File: src/rtl/alien_hit_detect_if.sv
// Signal bundle between the game core and the alien-row collision front end.
// master drives the projectile/row inputs; slave (the detector) drives hit, proj_kill and busy.
interface alien_hit_detect_if #(
   parameter int NUM_ALIENS = 7
);
   logic                  frame_tick;
   logic [2:0]            curr_state;
   logic                  proj_active;
   logic [9:0]            proj_x;
   logic [9:0]            proj_y;
   logic [9:0]            row_x;
   logic [9:0]            row_y;
   logic [NUM_ALIENS-1:0] row_alive;
   logic [NUM_ALIENS-1:0] hit;
   logic                  proj_kill;
   logic                  busy;

   modport master (
      output frame_tick, curr_state, proj_active, proj_x, proj_y, row_x, row_y, row_alive,
      input  hit, proj_kill, busy
   );

   modport slave (
      input  frame_tick, curr_state, proj_active, proj_x, proj_y, row_x, row_y, row_alive,
      output hit, proj_kill, busy
   );
endinterface

File: src/rtl/alien_hit_detect.sv
// Per-frame projectile vs. alien-row collision scan, one column per cycle, one-hot hit output.
// Optional hit counter output hit_count is built when ALIEN_HIT_CNT_EN is defined.
module alien_hit_detect #(
   parameter int NUM_ALIENS  = 7,
   parameter int SHAPE_W     = 21,
   parameter int SHAPE_H     = 16,
   parameter int SHAPE_SPACE = 9,
   parameter int HIT_HOLD    = 2,
   parameter int COOLDOWN    = 4
) (
   input  logic                   Clk,
   input  logic                   Reset,
   alien_hit_detect_if.slave      bus
`ifdef ALIEN_HIT_CNT_EN
   ,
   output logic [7:0]             hit_count
`endif
);

   localparam int PITCH  = SHAPE_W + SHAPE_SPACE;
   localparam int K_W    = (NUM_ALIENS > 1) ? $clog2(NUM_ALIENS) : 1;
   localparam int HOLD_W = (HIT_HOLD > 1) ? $clog2(HIT_HOLD) : 1;
   localparam int COOL_W = (COOLDOWN > 1) ? $clog2(COOLDOWN) : 1;

   localparam logic [K_W-1:0]    K_LAST    = K_W'(NUM_ALIENS - 1);
   localparam logic [HOLD_W-1:0] HOLD_LOAD = HOLD_W'(HIT_HOLD - 1);
   localparam logic [COOL_W-1:0] COOL_LOAD = COOL_W'((COOLDOWN > 0) ? COOLDOWN - 1 : 0);

   typedef enum logic [1:0] {
      IDLE,
      SCAN,
      HIT,
      COOL
   } state_t;

   state_t                state;
   logic [K_W-1:0]        k;
   logic [HOLD_W-1:0]     hold_cnt;
   logic [COOL_W-1:0]     cool_cnt;
   logic [9:0]            px_q;
   logic [9:0]            py_q;
   logic [9:0]            rx_q;
   logic [9:0]            ry_q;
   logic [NUM_ALIENS-1:0] alive_q;

   logic                  in_play;
   logic [10:0]           col_left;
   logic [10:0]           x_ext;
   logic [10:0]           y_ext;
   logic [10:0]           top;
   logic                  col_alive;
   logic [NUM_ALIENS-1:0] col_onehot;
   logic                  match;

   assign in_play = !(bus.curr_state inside {3'd0, 3'd5, 3'd6});

   // Column k maps to bit NUM_ALIENS-1-k; widening to 11 bits keeps right/bottom bounds from wrapping.
   always_comb begin
      // NOTE: every always_comb output gets a default first so no path leaves it unassigned (no latch).
      col_alive  = 1'b0;
      col_onehot = '0;
      for (int i = 0; i < NUM_ALIENS; i++) begin
         if (K_W'(NUM_ALIENS - 1 - i) == k) begin
            col_alive     = alive_q[i];
            col_onehot[i] = 1'b1;
         end
      end
      col_left = {1'b0, rx_q} + 11'(k) * 11'(PITCH);
      x_ext    = {1'b0, px_q};
      y_ext    = {1'b0, py_q};
      top      = {1'b0, ry_q};
      match    = col_alive
               && (x_ext >= col_left) && (x_ext < col_left + 11'(SHAPE_W))
               && (y_ext >= top)      && (y_ext < top + 11'(SHAPE_H));
   end

   // NOTE: sequential state uses non-blocking assignments only, so every register samples pre-edge values.
   always_ff @(posedge Clk) begin
      if (Reset || !in_play) begin
         state         <= IDLE;
         bus.hit       <= '0;
         bus.proj_kill <= 1'b0;
         bus.busy      <= 1'b0;
         k             <= '0;
         hold_cnt      <= '0;
         cool_cnt      <= '0;
`ifdef ALIEN_HIT_CNT_EN
         hit_count     <= 8'd0;
`endif
         // NOTE: the latched position/row registers are deliberately not reset; IDLE reloads them before any scan reads them.
      end else begin
         case (state)
            IDLE: begin
               if (bus.frame_tick && bus.proj_active) begin
                  px_q     <= bus.proj_x;
                  py_q     <= bus.proj_y;
                  rx_q     <= bus.row_x;
                  ry_q     <= bus.row_y;
                  alive_q  <= bus.row_alive;
                  k        <= '0;
                  state    <= SCAN;
                  bus.busy <= 1'b1;
               end
            end

            SCAN: begin
               if (match) begin
                  bus.hit       <= col_onehot;
                  bus.proj_kill <= 1'b1;
                  hold_cnt      <= HOLD_LOAD;
                  state         <= HIT;
`ifdef ALIEN_HIT_CNT_EN
                  if (hit_count != 8'hFF) hit_count <= hit_count + 8'd1;
`endif
               end else if (k == K_LAST) begin
                  state    <= IDLE;
                  bus.busy <= 1'b0;
               end else begin
                  k <= k + K_W'(1);
               end
            end

            HIT: begin
               bus.proj_kill <= 1'b0;
               if (hold_cnt == '0) begin
                  bus.hit <= '0;
                  if (COOLDOWN == 0) begin
                     state    <= IDLE;
                     bus.busy <= 1'b0;
                  end else begin
                     state    <= COOL;
                     cool_cnt <= COOL_LOAD;
                  end
               end else begin
                  hold_cnt <= hold_cnt - HOLD_W'(1);
               end
            end

            COOL: begin
               if (cool_cnt == '0) begin
                  state    <= IDLE;
                  bus.busy <= 1'b0;
               end else begin
                  cool_cnt <= cool_cnt - COOL_W'(1);
               end
            end

            default: begin
               state    <= IDLE;
               bus.busy <= 1'b0;
            end
         endcase
      end
   end

endmodule

File: src/flat_wrapper.sv
// flat-port wrapper written by rule: the top's interface ports become plain ports
module alien_hit_detect_flat 
#(
   parameter int NUM_ALIENS  = 7,
   parameter int SHAPE_W     = 21,
   parameter int SHAPE_H     = 16,
   parameter int SHAPE_SPACE = 9,
   parameter int HIT_HOLD    = 2,
   parameter int COOLDOWN    = 4
)
  (Clk, Reset, bus_frame_tick, bus_curr_state, bus_proj_active, bus_proj_x, bus_proj_y, bus_row_x, bus_row_y, bus_row_alive, bus_hit, bus_proj_kill, bus_busy);
  alien_hit_detect_if #(.NUM_ALIENS(NUM_ALIENS)) bus_i ();
  input  logic Clk;
  input  logic Reset;
  input wire logic [$bits(bus_i.frame_tick)-1:0] bus_frame_tick;
  input wire logic [$bits(bus_i.curr_state)-1:0] bus_curr_state;
  input wire logic [$bits(bus_i.proj_active)-1:0] bus_proj_active;
  input wire logic [$bits(bus_i.proj_x)-1:0] bus_proj_x;
  input wire logic [$bits(bus_i.proj_y)-1:0] bus_proj_y;
  input wire logic [$bits(bus_i.row_x)-1:0] bus_row_x;
  input wire logic [$bits(bus_i.row_y)-1:0] bus_row_y;
  input wire logic [$bits(bus_i.row_alive)-1:0] bus_row_alive;
  output wire logic [$bits(bus_i.hit)-1:0] bus_hit;
  output wire logic [$bits(bus_i.proj_kill)-1:0] bus_proj_kill;
  output wire logic [$bits(bus_i.busy)-1:0] bus_busy;
  assign bus_i.frame_tick = bus_frame_tick;
  assign bus_i.curr_state = bus_curr_state;
  assign bus_i.proj_active = bus_proj_active;
  assign bus_i.proj_x = bus_proj_x;
  assign bus_i.proj_y = bus_proj_y;
  assign bus_i.row_x = bus_row_x;
  assign bus_i.row_y = bus_row_y;
  assign bus_i.row_alive = bus_row_alive;
  assign bus_hit = bus_i.hit;
  assign bus_proj_kill = bus_i.proj_kill;
  assign bus_busy = bus_i.busy;
  alien_hit_detect #(.NUM_ALIENS(NUM_ALIENS), .SHAPE_W(SHAPE_W), .SHAPE_H(SHAPE_H), .SHAPE_SPACE(SHAPE_SPACE), .HIT_HOLD(HIT_HOLD), .COOLDOWN(COOLDOWN)) u_core (.Clk(Clk), .Reset(Reset), .bus(bus_i));
endmodule
File: config.mk
export PLATFORM = sky130hd
export DESIGN_NAME = alien_hit_detect_flat
export DESIGN_NICKNAME = d
export VERILOG_FILES = /design/src/rtl/alien_hit_detect_if.sv /design/src/rtl/alien_hit_detect.sv /design/src/flat_wrapper.sv
export SDC_FILE = /design/constraint.sdc
export NUM_CORES = 1
export LEC_CHECK = 0
export ABC_CLOCK_PERIOD_IN_PS = 4400
export BUFFER_PORTS_ARGS = -buffer_cell sky130_fd_sc_hd__buf_2
export CELL_PAD_IN_SITES_DETAIL_PLACEMENT = 0
export CELL_PAD_IN_SITES_GLOBAL_PLACEMENT = 1
export CORE_MARGIN = 4
export CORE_UTILIZATION = 40
export CTS_CLUSTER_SIZE = 40
export DETAILED_ROUTE_END_ITERATION = 16
export GPL_TIMING_DRIVEN = 0
export PLACE_DENSITY = 0.74
export SYNTH_ARGS = -nofsm -noshare
export SYNTH_HDL_FRONTEND = slang
export SYNTH_SLANG_ARGS = --single-unit
File: constraint.sdc
create_clock -name Clk -period 4.4 [get_ports Clk]
set_input_delay 0.22 -clock Clk [delete_from_list [all_inputs] [get_ports Clk]]
set_output_delay 0.22 -clock Clk [all_outputs]
set_load 0.02 [all_outputs]
==> results_dict.tcl <==
set metrics [dict create \
    core_mm2 0.00942 \
    slew_headroom_pct 44.9 \
    slew_viol_final 0 \
    fill_cells 862 \
    yosys.area.top_type_share_pct 35.8 \
    vias 3026 \
    syn-cell-area_mm2 0.00395 \
    power.total_mw 1.36 \
    grt_use_total_pct 15.4 \
    final_hold_viol_count 0 \
    drive_above_1_share_pct 31.5 \
    fin_worst_skew_ns 0.0155 \
    cp-start-kind "register" \
    pre_cts_slack_ns -0.646 \
    hp-class "in -> reg" \
    finalNetCount 571 \
    holdPathEnd "u_core.rx_q[0]$_DFFE_PP_" \
    clock_latency_ns 0.36 \
    cts_sinks 63 \
    hold_start "bus_row_x[0]" \
    end_kind "register" \
    rsz0062_at_grt "true" \
    yosys.area.top_type "edfxtp_1" \
    r2r_cells 19 \
    synthCells 360 \
    first_pass_iters 4 \
    die_w_um 107 \
    cp.required_ns 4.69 \
    postSynth.asyncResetShare_pct 0 \
    min_path_cells 1 \
    place_congestion 0.841 \
    drc 0 \
    area_growth_pct 28.1 \
    r2r_slack_ns -0.26 \
    setup_viol_count_final 14 \
    fin_hold_ws_ns 0.0354 \
    synthFlopType "edfxtp_1" \
    antenna_left 0 \
    layoutNonFillerInstCount 589 \
    synth_nets 476 \
    violations "setup timing" \
    synth.area.top_cells "edfxtp_1 36%, ha_1 18%, dfxtp_1 8.1%" \
    postLayoutSetupSlackWorst_ns -0.261 \
    io_pins 63 \
    fmax_mhz 215 \
    dp.cells 552 \
    port_buffers 62 \
    ys_warn_count 0 \
    maxCapViolCount 0 \
    wirelength_mm 8.43 \
    grt_pass1_wl_mm 13.9 \
    p_per_area_mw_per_mm2 269 \
    grt_pass1_vias 2995 \
    fin_crit_ns 4.66 \
    fin_tns_setup_ns -2.80 \
    synth_edf_count 47 \
    antenna_found_initial 0 \
    start_util_pct 41.9 \
    n_antenna_cell 0 \
    finalCritPeriodShare_pct 106 \
    clkTransAtPathRegs_ns 0.08 \
    die_y_um 107 \
    avgSynthCellArea_um2 11.0 \
    viasPerCell 5.14 \
    critPathMaxFanout 4 \
    cp.arrival_ns 4.95 \
    grt_max_degree 31 \
    dpl.hpwl_mm 6.29 \
    wl_per_cell_um 14.3 \
    ys_seq_area_share_pct 43.9 \
    leakagePower_nw 2.10 \
    drt-initial-drc-count 107 \
    ctsRootBufferMaster "clkbuf_8" \
    tritoncts "yes" \
    synth_cell_type_count 51 \
    overflow 0 \
    status "finished, violations left" \
    reg2reg_to "u_core.bus.hit[4]$_SDFFE_PN0P_" \
    synth_seq_cells 63 \
    cts_htree_levels 3 \
    die_area_mm2 0.0115 \
    cts_buffer_depth 2 \
    rr_startpoint "u_core.k[1]$_SDFFE_PN0P_" \
    ir_drop_mv 0.155 \
    criticalPathCategory "reg -> reg" \
    cts_buffers 9 \
    rows 35 \
    tightest_slew_ns 0.821 \
]
[cell usage after synthesis, types with 3 or more instances]
cell type	number
o21ai_0	17
nor3_1	10
xor2_1	6
a21oi_1	27
dfxtp_1	16
a21o_1	8
nand2b_1	5
a21boi_0	3
inv_1	30
fa_1	4
nor2b_1	6
or3_1	5
nand3_1	10
nand2_1	19
o211ai_1	4
nand4_1	8
ha_1	58
xnor2_1	12
a2111oi_0	3
a211oi_1	5
edfxtp_1	47
nor2_1	18
clkbuf_1	4
[per-layer routing]
metal | part of all wire [%] | track usage [%]
met1 | 46 | 19.3
met2 | 48 | 25.5
met3 | 4.7 | 4.02
met4 | 1.7 | 5.66
met5 | 0 | 0
[what timing repair did]
item                                    in CTS  in global routing
cloned                                       0                  0
hold buffers                                 0                  0
pin swaps                                   26                 21
endpoints found under the setup margin      14                 14
buffers inserted                            19                  2
resized for setup                           17                 23
[layout by cell type, fill, tap and decap left out, types with 3 or more instances in the layout]
| cell | Yosys | layout |
|---|---|---|
| buf_2 | 0 | 62 |
| ha_1 | 58 | 52 |
| edfxtp_1 | 47 | 47 |
| inv_1 | 30 | 30 |
| a21oi_1 | 27 | 24 |
| nand2_1 | 19 | 19 |
| nor2_1 | 18 | 18 |
| buf_4 | 0 | 17 |
| dfxtp_1 | 16 | 13 |
| o21ai_0 | 17 | 9 |
| xnor2_1 | 12 | 9 |
| clkbuf_8 | 0 | 9 |
| a21o_1 | 8 | 8 |
| nand3_1 | 10 | 8 |
| nor3_1 | 10 | 8 |
| nand4_1 | 8 | 8 |
| o21ai_1 | 2 | 7 |
| ha_4 | 0 | 6 |
| xor2_1 | 6 | 5 |
| nand2b_1 | 5 | 5 |
| a211oi_1 | 5 | 5 |
| nor2b_1 | 6 | 5 |
| buf_6 | 1 | 5 |
| o211ai_1 | 4 | 4 |
| clkinvlp_4 | 0 | 4 |
| o21ai_2 | 0 | 3 |
| xnor2_2 | 0 | 3 |
| or3_4 | 0 | 3 |
| clkbuf_1 | 4 | 3 |
[worst max-delay path by stage]
stage / start / endpoint / slack (ns) / depth (start not counted)
after detailed placement: u_core.k[0]$_SDFFE_PN0P_ / u_core.k[2]$_SDFFE_PN0P_ / -0.65 / 17
after floorplan: u_core.k[2]$_SDFFE_PN0P_ / u_core.k[1]$_SDFFE_PN0P_ / -0.23 / 17
after CTS: u_core.k[0]$_SDFFE_PN0P_ / u_core.k[1]$_SDFFE_PN0P_ / -0.34 / 17
after global placement: u_core.k[0]$_SDFFE_PN0P_ / u_core.k[2]$_SDFFE_PN0P_ / -0.55 / 17
final: u_core.k[1]$_SDFFE_PN0P_ / u_core.bus.hit[4]$_SDFFE_PN0P_ / -0.26 / 19
after global routing: u_core.k[1]$_SDFFE_PN0P_ / u_core.bus.hit[0]$_SDFFE_PN0P_ / -0.45 / 21
[critical path, stage by stage (launching register included)]
cell and delay [ns]:
dfxtp_4 0.36, fa_2 0.63, ha_4 0.16, fa_2 0.46, ha_4 0.25, a21boi_4 0.15, o21a_1 0.21, or2_4 0.23
or3_4 0.39, nor3_2 0.14, xor2_1 0.17, ha_1 0.26, buf_4 0.13, a221o_1 0.35, a211oi_4 0.21, buf_6 0.15
buf_4 0.10, buf_6 0.09, nand3_1 0.06, o21ai_1 0.08
[cell type report]
type,instances,area (um^2),area share (%)
Multi-Input combinational cell,262,2310,45.7
Sequential cell,63,1740,34.4
Timing Repair Buffer,84,503,9.95
Tap cell,129,161,3.19
Clock buffer,9,124,2.45
Inverter,30,113,2.23
Clock inverter,7,73.8,1.46
Buffer,5,27.5,0.545
[registers in the layout, summed over array words and instances, names as in the netlist, named ones only]
signal / flops
u_core.alive_q: 7
u_core.bus.busy: 1
u_core.bus.hit: 7
u_core.cool_cnt: 2
u_core.hold_cnt: 1
u_core.k: 3
u_core.px_q: 10
u_core.py_q: 10
u_core.rx_q: 10
u_core.ry_q: 10
u_core.state: 1
[cells by family (layout without fill, tap and decap cells)]
kind of cell / count (synthesis) / in the layout / share of synthesized area (%)
adder cells (fa/ha/maj): 62 / 62 / 20.4
buffers and inverters: 35 / 135 / 3.52
multiplexers: 1 / 1 / 0.285
flip-flops: 63 / 63 / 43.9
AO/OA/AOI/OAI: 88 / 88 / 15.1
XOR/XNOR: 18 / 18 / 4.00
AND/OR/NAND/NOR: 93 / 93 / 12.8
[power breakdown]
group	internal [mW]	switching, mW	total, mW	leakage (nW)
clock	0.261	0.251	0.512	0.0875
combinational	0.0901	0.0957	0.186	1.46
sequential	0.652	0.00793	0.660	0.559
[metrics by stage]
stage | utilization (%) | cell area [um^2]
floorplan | - | 4000
global placement | 47.5 | 4470
detailed placement | 47.7 | 4490
CTS | 52.4 | 4930
global route | 53.7 | 5050
finish | 53.7 | 5050
(Power assumes the default switching activity.)
